File: config.mk
export PLATFORM = sky130hd
export DESIGN_NAME = ccg_lut_eval
export DESIGN_NICKNAME = d
export VERILOG_FILES = /design/src/rtl/ccg_pkg.sv /design/src/rtl/ccg_lut_bank.sv /design/src/rtl/ccg_lut_eval.sv
export SDC_FILE = /design/constraint.sdc
export NUM_CORES = 1
export LEC_CHECK = 0
export ABC_CLOCK_PERIOD_IN_PS = 4500
export CAP_MARGIN = 25
export CORE_MARGIN = 2
export CORE_UTILIZATION = 40
export DETAILED_ROUTE_END_ITERATION = 10
export PLACE_DENSITY_LB_ADDON = 0.08
export RECOVER_POWER = 50
export SLEW_MARGIN = 20
export SYNTH_ARGS = -nofsm -noshare
export SYNTH_HDL_FRONTEND = slang
export SYNTH_SLANG_ARGS = --single-unit
File: constraint.sdc
create_clock -name clk -period 4.5 [get_ports clk]
set_input_delay 0.45 -clock clk [delete_from_list [all_inputs] [get_ports clk]]
set_output_delay 0.45 -clock clk [all_outputs]
set_load 0.1 [all_outputs]
File: src/rtl/ccg_pkg.sv
// Shared types and defaults for the ccg_lut_eval truth-table evaluator.
package ccg_pkg;

  typedef enum logic [1:0] {
    ST_CFG   = 2'd0,
    ST_RUN   = 2'd1,
    ST_DRAIN = 2'd2
  } ccg_state_e;

  localparam int CCG_NUM_IN  = 5;
  localparam int CCG_NUM_OUT = 12;

  // Row-index width; a single-function build still needs a 1-bit index port.
  function automatic int ccg_idx_w(input int num_out);
    return (num_out > 1) ? $clog2(num_out) : 1;
  endfunction

endpackage

File: src/rtl/ccg_lut_bank.sv
// Truth-table storage: one row of 2**NUM_IN bits per output function.
// Single write port, combinational read of every function at one input vector.
module ccg_lut_bank
  import ccg_pkg::*;
#(
  parameter int NUM_IN  = CCG_NUM_IN,
  parameter int NUM_OUT = CCG_NUM_OUT
) (
  input  logic                            clk,
  input  logic                            rst_n,
  input  logic                            wr_en,
  input  logic [ccg_idx_w(NUM_OUT)-1:0]   wr_idx,
  input  logic [2**NUM_IN-1:0]            wr_data,
  input  logic [NUM_IN-1:0]               rd_addr,
  output logic [NUM_OUT-1:0]              rd_f
);

  localparam int IDX_W = ccg_idx_w(NUM_OUT);

  logic [2**NUM_IN-1:0] rows [NUM_OUT];

  // Row write; indices that match no row (>= NUM_OUT) simply land nowhere.
  always_ff @(posedge clk) begin
    if (!rst_n) begin
      for (int j = 0; j < NUM_OUT; j++) rows[j] <= '0;
    end else if (wr_en) begin
      for (int j = 0; j < NUM_OUT; j++) begin
        if (wr_idx == IDX_W'(j)) rows[j] <= wr_data;
      end
    end
  end

  // Read bit rd_addr of every row to form the function vector.
  always_comb begin
    rd_f = '0;
    for (int j = 0; j < NUM_OUT; j++) rd_f[j] = rows[j][rd_addr];
  end

endmodule

File: src/rtl/ccg_lut_eval.sv
// Configurable multi-output boolean evaluator with a two-stage pipeline.
// Optional feature: define CCG_LUT_EVAL_PARITY_EN to add out_par, the XOR of
// out_f, registered alongside it.
//
//   state    | meaning
//   ---------+----------------------------------------------------------
//   ST_CFG   | table writable, no inputs accepted, cfg_ready high
//   ST_RUN   | table frozen, vectors accepted and evaluated
//   ST_DRAIN | no new inputs, in-flight results delivered, then ST_CFG
module ccg_lut_eval
  import ccg_pkg::*;
#(
  parameter int NUM_IN  = CCG_NUM_IN,
  parameter int NUM_OUT = CCG_NUM_OUT
) (
  input  logic                            clk,
  input  logic                            rst_n,
  input  logic                            cfg_we,
  input  logic [ccg_idx_w(NUM_OUT)-1:0]   cfg_idx,
  input  logic [2**NUM_IN-1:0]            cfg_data,
  input  logic                            cfg_commit,
  input  logic                            cfg_unlock,
  output logic                            cfg_ready,
  input  logic                            in_valid,
  output logic                            in_ready,
  input  logic [NUM_IN-1:0]               in_x,
  output logic                            out_valid,
  input  logic                            out_ready,
  output logic [NUM_OUT-1:0]              out_f
`ifdef CCG_LUT_EVAL_PARITY_EN
  ,
  output logic                            out_par
`endif
);

  ccg_state_e          state;
  logic                s1_v;
  logic [NUM_IN-1:0]   s1_x;
  logic                s2_v;
  logic [NUM_OUT-1:0]  s2_f;
  logic [NUM_OUT-1:0]  lut_f;
  logic                accept;
  logic                s2_load;

  assign cfg_ready = (state == ST_CFG);
  assign in_ready  = (state == ST_RUN) & (!s1_v | !s2_v | out_ready);
  assign accept    = in_valid & in_ready;
  // S1 moves forward whenever S2 is empty or its result is being taken.
  assign s2_load   = s1_v & (!s2_v | out_ready);
  assign out_valid = s2_v;
  assign out_f     = s2_f;

  ccg_lut_bank #(
    .NUM_IN  (NUM_IN),
    .NUM_OUT (NUM_OUT)
  ) u_bank (
    .clk     (clk),
    .rst_n   (rst_n),
    .wr_en   (cfg_we & (state == ST_CFG)),
    .wr_idx  (cfg_idx),
    .wr_data (cfg_data),
    .rd_addr (s1_x),
    .rd_f    (lut_f)
  );

  // Mode sequencing; requests outside their own state are ignored.
  always_ff @(posedge clk) begin
    if (!rst_n) begin
      state <= ST_CFG;
    end else begin
      case (state)
        ST_CFG:   if (cfg_commit) state <= ST_RUN;
        ST_RUN:   if (cfg_unlock) state <= ST_DRAIN;
        ST_DRAIN: if (!s1_v && !s2_v) state <= ST_CFG;
        default:  state <= ST_CFG;
      endcase
    end
  end

  // Two-stage pipe: S1 holds the input vector, S2 holds the looked-up result.
  always_ff @(posedge clk) begin
    if (!rst_n) begin
      s1_v <= 1'b0;
      s1_x <= '0;
      s2_v <= 1'b0;
      s2_f <= '0;
    end else begin
      if (accept) begin
        s1_v <= 1'b1;
        s1_x <= in_x;
      end else if (s2_load) begin
        s1_v <= 1'b0;
      end
      if (s2_load) begin
        s2_v <= 1'b1;
        s2_f <= lut_f;
      end else if (out_ready) begin
        s2_v <= 1'b0;
      end
    end
  end

`ifdef CCG_LUT_EVAL_PARITY_EN
  // Parity of the result, captured on the same edge as out_f.
  always_ff @(posedge clk) begin
    if (!rst_n) begin
      out_par <= 1'b0;
    end else if (s2_load) begin
      out_par <= ^lut_f;
    end
  end
`endif

endmodule

==> results by group, run 1 <==
Run
  • Maximum capacitance violations: 1

Setup path
  • Slowest stage delay, CP: 1380 ps
  • Worst path cell trace: clkbuf_1 > clkbuf_1 > nand2_1 > nor2_1
  • CP Data Required Time: 4870 ps
  • Crit Reg-Reg Endpoint: u_bank.rows[0][199]
  • Flop-to-flop setup slack: 1700 ps
  • CP Class: in -> reg
  • Worst setup EP type: register
  • CP most frequent cell: clkbuf_1
  • FF-to-FF Start: state[0]
  • Slowest-stage cell, CP: clkbuf_1
  • Arrival @ worst endpoint: 4020 ps
  • FF-to-FF path depth: 7
  • CP Max Fanout: 30
  • Startpoint types: primary input

CTS
  • Clock tree buffer depth: 3
  • Clock Latency Late Sink: 550 ps
  • Post-CTS Setup Bufs: 0
  • Post-CTS sizing: 0
  • H-tree Lvls: 2
  • CTS tree: done
  • CTS buffer count: 46
  • Hold buffer count at cts: 0
  • Clock-pin slew on the worst setup and hold paths: 60 ps
  • Root Buffer: clkbuf_16
  • # clock sinks: 405

Yosys
  • Most used DFF post-synth: edfxtp_1
  • Number of flops mapped to enable cells by yosys: 384
  • Number of synthesized register bits: 405
  • Largest family of logic cells by synthesized area: multiplexers
  • Synth area leaders: edfxtp_1, mux2i_1, nor2_1, a22oi_1, dfxtp_1
  • Syn Nets: 1396
  • Share of the synthesized area in the top cell type: 66.1%
  • Count leader, synth: edfxtp_1
  • Synthesis warning total: 0
  • Synth top cells by count: edfxtp_1, nor2_1, mux2i_1, a22oi_1, clkbuf_1
  • Post-Synth Adder-Cell Area: 0%
  • Mapped Cells: 1348
  • Mapped Avg Cell Area: 12.9 sq um
  • Post-synthesis mux area share: 11.1%
  • Async SR Flop Fraction: 0%
  • Area leader, netlist: edfxtp_1
  • Yosys cell types: 29
  • Post-Synth XOR/XNOR Area: 0%
  • Post-synthesis sequential area ratio: 68.5%
  • Synth Area in Simple Gates: 9.65%
  • Mapped Area: 0.0174 sq mm
  • Synth Area in Compound Gates: 6.59%

Routing
  • Vias per cell: 5.31
  • Iter 0 DRT Violations: 651
  • DRC: 0
  • Vias: 10600
  • Post-DR wirelength/cell: 23.5 microns
  • Routed Antenna Nets: 0
  • Total wire length: 47000 microns
  • DRT Pass-1 Iters: 5

Timing
  • Fin. Hold Viols: 0
  • Clock Skews: 12.9 ps
  • Unrepaired setup endpoints after global routing: no
  • Setup TNS: 0 ps
  • Max Clk Rate: 275 MHz
  • Slew Limit Fails: 31
  • Final period util: 80.9%
  • Least-Margin Pin Slew: 1960 ps
  • Final setup violating endpoints: 0
  • Max-slew headroom: -30.8%
  • Min cycle time layout: 3640 ps

Floorplanning
  • Core Region: 0.0431 sq mm
  • IO Count: 63
  • FP Rows: 76
  • DIE HEIGHT: 213 microns
  • Die width: 213 microns
  • Die footprint: 0.0453 sq mm
  • Initial core utilization: 40.5%

Placement
  • Dpl cells: 1914
  • Gpl congestion: 0.730
  • Port Buf Inserts: 62
  • Post-DP HPWL: 26500 microns

Pwr
  • Worst vdd ir: 0.000273 V
  • Pwr Total: 8.56 mW
  • Power density cells: 428 mW/mm^2
  • P_leak: 6.78 nW

Cells and area
  • Register area: 0.0120 sq mm
  • Fillers: 3868
  • Finished Layout Cells: 1998
  • # diodes: 0
  • Area grow syn2layout: 14.5%
  • Area of the multi-input gates: 0.00479 sq mm
  • Share of cells above drive strength 1: 7.01%
  • Layout Nets: 1425

Worst hold path
  • Worst Hold Endpoint: s1_x[0]
  • Min-delay src: in_x[0]
  • Hold Crit Depth: 3
  • Min-delay worst type: in -> reg

Status
  • Run status: finished with violations
  • Failing checks: capacitance limit, slew limit

Global routing
  • Gr usage total: 21.0%
  • Largest net degree at the start of global routing: 57
  • GR Overflow Total: 0
  • Global-route wire length before repair: 68200 microns
  • Vias in the first global route: 10600
  • Initial antenna violation count: 0
[metrics by stage]
step	worst slack (ps)	instance area (sq um)	hold WS, ps	util (%)
after floorplan	779	17400	429	-
after global placement	1340	18500	460	43.0
after detailed placement	1320	18500	463	43.0
after CTS	1310	20000	447	46.4
after global routing	670	20000	488	46.4
final	858	20000	478	46.4
[kinds of logic (layout without fill, tap and decap cells)]
kind of cell / after synthesis / after routing
buffers and inverters: 150 / 215
and+or+nand+nor: 422 / 422
DFF: 405 / 405
AOI/OAI and AO/OA: 178 / 178
muxes: 193 / 193
[per-layer routing]
| metal | part of all wire [%] | routed length (microns) | up-vias | global-route usage (%) |
|---|---|---|---|---|
| met2 | 50 | 23400 | 250 | 36.1 |
| met4 | 2.8 | 1310 | 0 | 7.11 |
| li1 | - | - | 4910 | - |
| met5 | 0 | 0 | - | 0 |
| met1 | 43 | 20400 | 5368 | 27.5 |
| met3 | 4.1 | 1910 | 89 | 2.87 |
[critical path, delay by kind of cell]
family	cells	cell delay, ps
buffers and inverters	2	2330
and+or+nand+nor	2	1190
[where the power goes]
part	switching [mW]	leakage [nW]	total, mW	internal (mW)
Combinational	0.426	1.93	0.612	0.185
Sequential	0.0498	4.14	4.34	4.29
Clock	1.47	0.706	3.60	2.14
Total	1.94	6.78	8.56	6.62
[worst max path at each step]
stage	start	end	slack (ps)	cells past startpoint
floorplan	state[0]	u_bank.rows[0][192]	780	6
global placement	cfg_we	u_bank.rows[0][203]	1340	7
detailed placement	cfg_we	u_bank.rows[0][205]	1320	7
CTS	out_valid	in_ready	1310	3
global route	rst_n	u_bank.rows[0][190]	670	4
finish	rst_n	u_bank.rows[0][158]	860	4
[cell type report]
type | count | share of cell area [%]
Multi-Input combinational cell | 793 | 24.0
Inverter | 33 | 0.620
Tap cell | 585 | 3.66
Timing Repair Buffer | 98 | 4.61
Clock inverter | 26 | 0.940
Sequential cell | 405 | 59.9
Clock buffer | 58 | 6.31
[placed cells by master (no fill, tap or decap), drive strengths merged, types with 22 or more instances in the layout]
cell type	instances
clkbuf	63
a21oi	61
nand2	65
clkinv	22
buf	32
mux2i	193
clkdlybuf4s50	61
inv	33
nor2	323
edfxtp	384
a22oi	96
[flip-flops by register name, summed over array words and instances, names as in the netlist]
| register | cells |
|---|---|
| state | 2 |
| u_bank.rows | 384 |
| out_f | 12 |
| s1_v | 1 |
| out_valid | 1 |
| s1_x | 5 |
Note: power is estimated with default switching activity, not from simulation.
==> run 2, diff against run 1 <==
Settings changed: ABC_CLOCK_PERIOD_IN_PS 4500 to 3100.
Clock period 4.5 ns to 3.1 ns, I/O delays scaled along.
==> results by group, run 2 (synthesized netlist as in run 1, its figures left out) <==
Global routing
  • Largest net degree at the start of global routing: 49 (was 57)
  • GR Overflow Total: 0 (unchanged)
  • Initial antenna violation count: 0 (unchanged)
  • Global-route wire length before repair: 70200 microns (was 68200 microns)
  • Gr usage total: 21.7% (was 21.0%)
  • Vias in the first global route: 10500 (was 10600)

Cells and area
  • Top reg by flops: u_bank.rows (unchanged)
  • Largest register FFs: 384 (unchanged)
  • Most frequent cells in the layout: edfxtp_1, nor2_1, mux2i_1 (unchanged)
  • Area grow syn2layout: 15.2% (was 14.5%)
  • Commonest non-fill, non-tap cell in the layout: edfxtp_1 (unchanged)
  • # diodes: 0 (unchanged)
  • Layout Nets: 1457 (was 1425)
  • Share of cells above drive strength 1: 7.47% (was 7.01%)
  • Util after Layout: 46.6% (was 46.4%)
  • Fillers: 3947 (was 3868)

Pwr
  • Pwr Total: 12.5 mW (was 8.56 mW)
  • Power density cells: 621 mW/mm^2 (was 428 mW/mm^2)
  • Net Sw Frac: 23.0% (was 22.7%)
  • Clock power share: 42.2% (was 42.1%)
  • Comb pwr share: 7.2% (was 7.1%)
  • Sw power: 2.87 mW (was 1.94 mW)
  • Sequential power share: 50.6% (was 50.7%)
  • Int Pwr: 9.60 mW (was 6.62 mW)
  • P_leak: 6.84 nW (was 6.78 nW)
  • Worst vdd ir: 0.000444 V (was 0.000273 V)

Floorplanning
  • Die footprint: 0.0453 sq mm (unchanged)
  • FP Rows: 76 (unchanged)
  • IO Count: 63 (unchanged)
  • DIE HEIGHT: 213 microns (unchanged)
  • Initial core utilization: 40.5% (unchanged)
  • Core Region: 0.0431 sq mm (unchanged)
  • Die width: 213 microns (unchanged)

Status
  • Run status: finished, final reports clean (was finished with violations)

Timing
  • Setup TNS: 0 ps (unchanged)
  • Max Clk Rate: 412 MHz
  • Clock Skews: 30.7 ps (was 12.9 ps)
  • Least-Margin Pin Slew: 1330 ps (was 1960 ps)
  • Final setup violating endpoints: 0 (unchanged)
  • Final period util: 78.2%
  • Max-slew headroom: 11.2% (was -30.8%)
  • Fin. Hold Viols: 0 (unchanged)
  • Slew Limit Fails: 0 (was 31)
  • Unrepaired setup endpoints after global routing: no (unchanged)
  • Min cycle time layout: 2430 ps

CTS
  • Clock-pin slew on the worst setup and hold paths: 60 ps (about the same)
  • # clock sinks: 405 (unchanged)
  • CTS buffer count: 46 (unchanged)
  • CTS tree: done (unchanged)
  • Post-CTS Setup Bufs: 0 (unchanged)
  • Post-CTS sizing: 0 (unchanged)
  • Root Buffer: clkbuf_16 (unchanged)
  • Hold buffer count at cts: 0 (unchanged)
  • H-tree Lvls: 2 (unchanged)
  • Clock Latency Late Sink: 580 ps (was 550 ps)
  • Clock tree buffer depth: 3 (unchanged)

Setup path
  • FF-to-FF Start: state[0] (unchanged)
  • Crit-path leading delay family: buffers and inverters (unchanged)
  • CP Max Fanout: 2 (was 30)
  • WP buf/inv: 1 (was 2)
  • Arrival @ worst endpoint: 2120 ps (was 4020 ps)
  • Slowest stage delay, CP: 1160 ps (was 1380 ps)
  • CP startpoint: out_f[5] (was rst_n)
  • Worst setup EP type: primary output (was register)
  • Slowest-stage cell, CP: clkdlybuf4s50_1 (was clkbuf_1)
  • CP Class: reg -> out (was in -> reg)
  • CP Data Required Time: 2790 ps (was 4870 ps)
  • Startpoint types: register (was primary input)
  • Worst path cell trace: clkdlybuf4s50_1 (was clkbuf_1 > clkbuf_1 > nand2_1 > nor2_1)

Routing
  • Routed Antenna Nets: 0 (unchanged)
  • Vias: 10600 (about the same)
  • Total wire length: 48000 microns (was 47000 microns)
  • Vias per cell: 5.24 (was 5.31)
  • DRT Pass-1 Iters: 5 (unchanged)
  • Post-DR wirelength/cell: 23.6 microns (was 23.5 microns)
  • DRC: 0 (unchanged)
  • Iter 0 DRT Violations: 920 (was 651)

Worst hold path
  • Min-delay worst type: in -> reg (unchanged)
  • Min-delay src: in_x[1] (was in_x[0])

Placement
  • Gpl congestion: 0.720 (was 0.730)
  • Port Buf Inserts: 62 (unchanged)
  • Post-DP HPWL: 27100 microns (was 26500 microns)

Run
  • Maximum capacitance violations: 0 (was 1)
## run 2: changes by cell type in the layout (fill, tap and decap cells not counted), sizes merged
cell,before,now
inv,33,34
buf,32,28
dlygate4sd3,0,1
clkbuf,63,109
clkinv,22,19
clkinvlp,1,0
clkdlybuf4s50,61,53
## run 2: path summary, 6_finish.rpt
path,slack [ps],cells after the start,endpoint
setup reg to reg,710,6,u_bank.rows[0][57]
hold / removal,330,3,s1_x[1]
hold reg to reg,470,1,state[0]
setup / recovery,670,1,out_f[5]
## run 2: per-layer routing
layer	global-route usage, %	wire, microns	vias up
li1	-	-	4976
met5	0	0	-
met2	35.9	23400	241
met1	29.7	21400	5347
met4	6.66	1140	0
met3	3.06	2080	70
## run 2: area by class of cell
class | instances | area, sq um | area share [%]
Inverter | 33 | 124 | 0.616
Sequential cell | 405 | 12000 | 59.5
Multi-Input combinational cell | 793 | 4800 | 23.9
Tap cell | 585 | 732 | 3.64
Clock buffer | 61 | 1260 | 6.26
Timing Repair Buffer | 130 | 1040 | 5.19
Clock inverter | 23 | 186 | 0.928
## run 2: stage by stage
step | hold slack (ps) | cells | area [sq um] | setup slack [ps]
5_1_grt | 339 | 2030 | 20100 | 521
3_5_place_dp | 518 | 1946 | 18800 | 541
3_3_place_gp | 510 | 1946 | 18800 | 549
4_1_cts | 273 | 2030 | 20300 | 664
2_1_floorplan | 466 | 1348 | 17500 | 252
6_report | 334 | 2030 | 20100 | 674
## run 2: worst register-to-register path, stage by stage, from the launching register on
cell	delay, ps
dfxtp_1	340
nor2_1	190
nand2_1	110
nor3b_1	650
nand2_1	180
nand2_1	110
buf_4	440
## run 2: power groups by stage
stage	Clock, mW	Sequential [mW]	Combinational (mW)
final	5.26	6.30	0.902
after global routing	5.58	6.32	0.971
after CTS	5.38	6.30	0.942
after detailed placement	0	6.42	0.939
after global placement	0	6.41	0.936
after floorplan	0	6.44	0.510
==> run 3, diff against run 2 <==
Settings changed: ABC_CLOCK_PERIOD_IN_PS 3100 to 2200.
Clock period 3.1 ns to 2.2 ns, I/O delays scaled along.
==> results by group, run 3 (synthesized netlist as in run 1, its figures left out) <==
Status
  • Run status: finished, final reports clean (unchanged)

Global routing
  • Largest net degree at the start of global routing: 36 (was 49)
  • Vias in the first global route: 11000 (was 10500)
  • Initial antenna violation count: 0 (unchanged)
  • GR Overflow Total: 0 (unchanged)
  • Global-route wire length before repair: 71600 microns (was 70200 microns)
  • Gr usage total: 22.1% (was 21.7%)

Timing
  • Max-slew headroom: 25.3% (was 11.2%)
  • Clock Skews: 13.0 ps (was 30.7 ps)
  • Final period util: 94.5%
  • Max Clk Rate: 481 MHz
  • Least-Margin Pin Slew: 1120 ps (was 1330 ps)
  • Slew Limit Fails: 0 (unchanged)
  • Min cycle time layout: 2080 ps
  • Final setup violating endpoints: 0 (unchanged)
  • Unrepaired setup endpoints after global routing: no (unchanged)
  • Fin. Hold Viols: 0 (unchanged)
  • Setup TNS: 0 ps (unchanged)
  • Setup WS post-layout: 120 ps (was 674 ps)

Setup path
  • Worst setup EP type: register (was primary output)
  • Startpoint types: register (unchanged)
  • Arrival @ worst endpoint: 2570 ps (was 2120 ps)
  • CP Class: reg -> reg (was reg -> out)
  • CP Max Fanout: 18 (was 2)
  • CP Data Required Time: 2690 ps (was 2790 ps)
  • FF-to-FF path depth: 7 (was 6)

Pwr
  • Pwr Total: 17.8 mW (was 12.5 mW)
  • Worst vdd ir: 0.000569 V (was 0.000444 V)
  • Power density cells: 862 mW/mm^2 (was 621 mW/mm^2)
  • P_leak: 7.17 nW (was 6.84 nW)

CTS
  • Clock tree buffer depth: 3 (unchanged)
  • Clock Latency Late Sink: 560 ps (was 580 ps)
  • Hold buffer count at cts: 0 (unchanged)
  • Root Buffer: clkbuf_16 (unchanged)
  • Clock-pin slew on the worst setup and hold paths: 60 ps (about the same)
  • # clock sinks: 405 (unchanged)
  • CTS tree: done (unchanged)
  • H-tree Lvls: 2 (unchanged)
  • CTS buffer count: 44 (was 46)

Floorplanning
  • Initial core utilization: 40.5% (unchanged)
  • FP Rows: 76 (unchanged)
  • Die footprint: 0.0453 sq mm (unchanged)
  • DIE HEIGHT: 213 microns (unchanged)
  • Die width: 213 microns (unchanged)
  • IO Count: 63 (unchanged)
  • Core Region: 0.0431 sq mm (unchanged)

Cells and area
  • Util after Layout: 48.0% (was 46.6%)
  • Register area: 0.0120 sq mm (about the same)
  • Fillers: 3891 (was 3947)
  • Area grow syn2layout: 18.5% (was 15.2%)
  • Final Cell Area: 0.0207 sq mm (was 0.0201 sq mm)
  • Share of cells above drive strength 1: 12.0% (was 7.47%)
  • Most frequent cells in the layout: edfxtp_1, nor2_1, mux2i_1 (unchanged)
  • Top reg by flops: u_bank.rows (unchanged)
  • Layout Nets: 1486 (was 1457)
  • Commonest non-fill, non-tap cell in the layout: edfxtp_1 (unchanged)
  • # diodes: 0 (unchanged)
  • Area of the multi-input gates: 0.00484 sq mm (was 0.00480 sq mm)
  • Largest register FFs: 384 (unchanged)

Routing
  • Vias: 10900 (was 10600)
  • DRC: 0 (unchanged)
  • Post-DR wirelength/cell: 23.9 microns (was 23.6 microns)
  • Routed Antenna Nets: 0 (unchanged)
  • DRT Pass-1 Iters: 5 (unchanged)
  • Total wire length: 49100 microns (was 48000 microns)
  • Iter 0 DRT Violations: 811 (was 920)
  • Vias per cell: 5.31 (was 5.24)

Placement
  • Gpl congestion: 0.785 (was 0.720)
  • Cell Area, Placed: 0.0193 sq mm (was 0.0188 sq mm)
  • Placement Setup Slack: 18.1 ps (was 541 ps)
  • Port Buf Inserts: 62 (unchanged)
  • Post-DP HPWL: 30500 microns (was 27100 microns)

Run
  • Maximum capacitance violations: 0 (unchanged)

Worst hold path
  • Hold Crit Depth: 3 (unchanged)
  • Min-delay worst type: in -> reg (unchanged)
[run 3: cell types whose count changed in the layout (fill, tap and decap cells not counted), moves of 5 or more]
cell,previous run,this run
nand2_2,0,7
buf_4,20,28
clkbuf_1,50,32
clkbuf_2,9,34
dlygate4sd3_1,1,7
buf_12,8,25
nand2_1,65,56
clkdlybuf4s50_1,53,39
clkbuf_8,3,8
[run 3: through the flow]
step	instances	hold slack [ps]
6_report	2056	68.1
5_1_grt	2056	86.1
4_1_cts	2050	62.1
3_5_place_dp	1972	514
3_3_place_gp	1972	511
2_1_floorplan	1348	376
[run 3: worst paths after layout]
| path | startpoint | to | slack [ps] |
|---|---|---|---|
| setup / recovery | s1_x[0] | out_f[0] | 120 |
| hold / removal | rst_n | out_f[0] | 70 |
| setup reg to reg | s1_x[0] | out_f[0] | 120 |
| hold reg to reg | s1_x[2] | s1_x[2] | 510 |
[run 3: final cells by class]
type / count / share of cell area (%)
Clock buffer: 64 / 6.18
Tap cell: 585 / 3.54
Inverter: 33 / 0.599
Sequential cell: 405 / 57.9
Timing Repair Buffer: 161 / 7.48
Multi-Input combinational cell: 793 / 23.4
Clock inverter: 15 / 0.938
[run 3: timing repair]
item | 4_1_cts | 5_1_grt
gates resized for setup | 0 | 4
cloned | 0 | 2
buffers inserted | 0 | 4
setup endpoints to repair | 1 | 3
pin swaps | 0 | 0
[run 3: report_power, final]
part | leakage [nW] | switching, mW | internal (mW)
registers | 4.14 | 0.100 | 8.77
clock network | 0.723 | 2.96 | 4.59
logic | 2.30 | 0.924 | 0.461
total | 7.17 | 3.98 | 13.8
[run 3: worst max-delay path, stage by stage (launching register included)]
cell and delay, ps:
dfxtp_4 440, buf_12 210, buf_12 200, mux2i_1 100, a22oi_1 230, a21oi_1 130, or4_1 520, a21oi_1 160
[run 3: metal layers]
| layer | GRT usage [%] | part of all wire, % | vias to the layer above | wire (microns) |
|---|---|---|---|---|
| met5 | 0 | 0 | - | 0 |
| met1 | 29.5 | 43 | 5586 | 21200 |
| met4 | 7.60 | 2.8 | 0 | 1370 |
| li1 | - | - | 5022 | - |
| met2 | 37.6 | 50 | 239 | 24600 |
| met3 | 2.69 | 3.9 | 76 | 1910 |
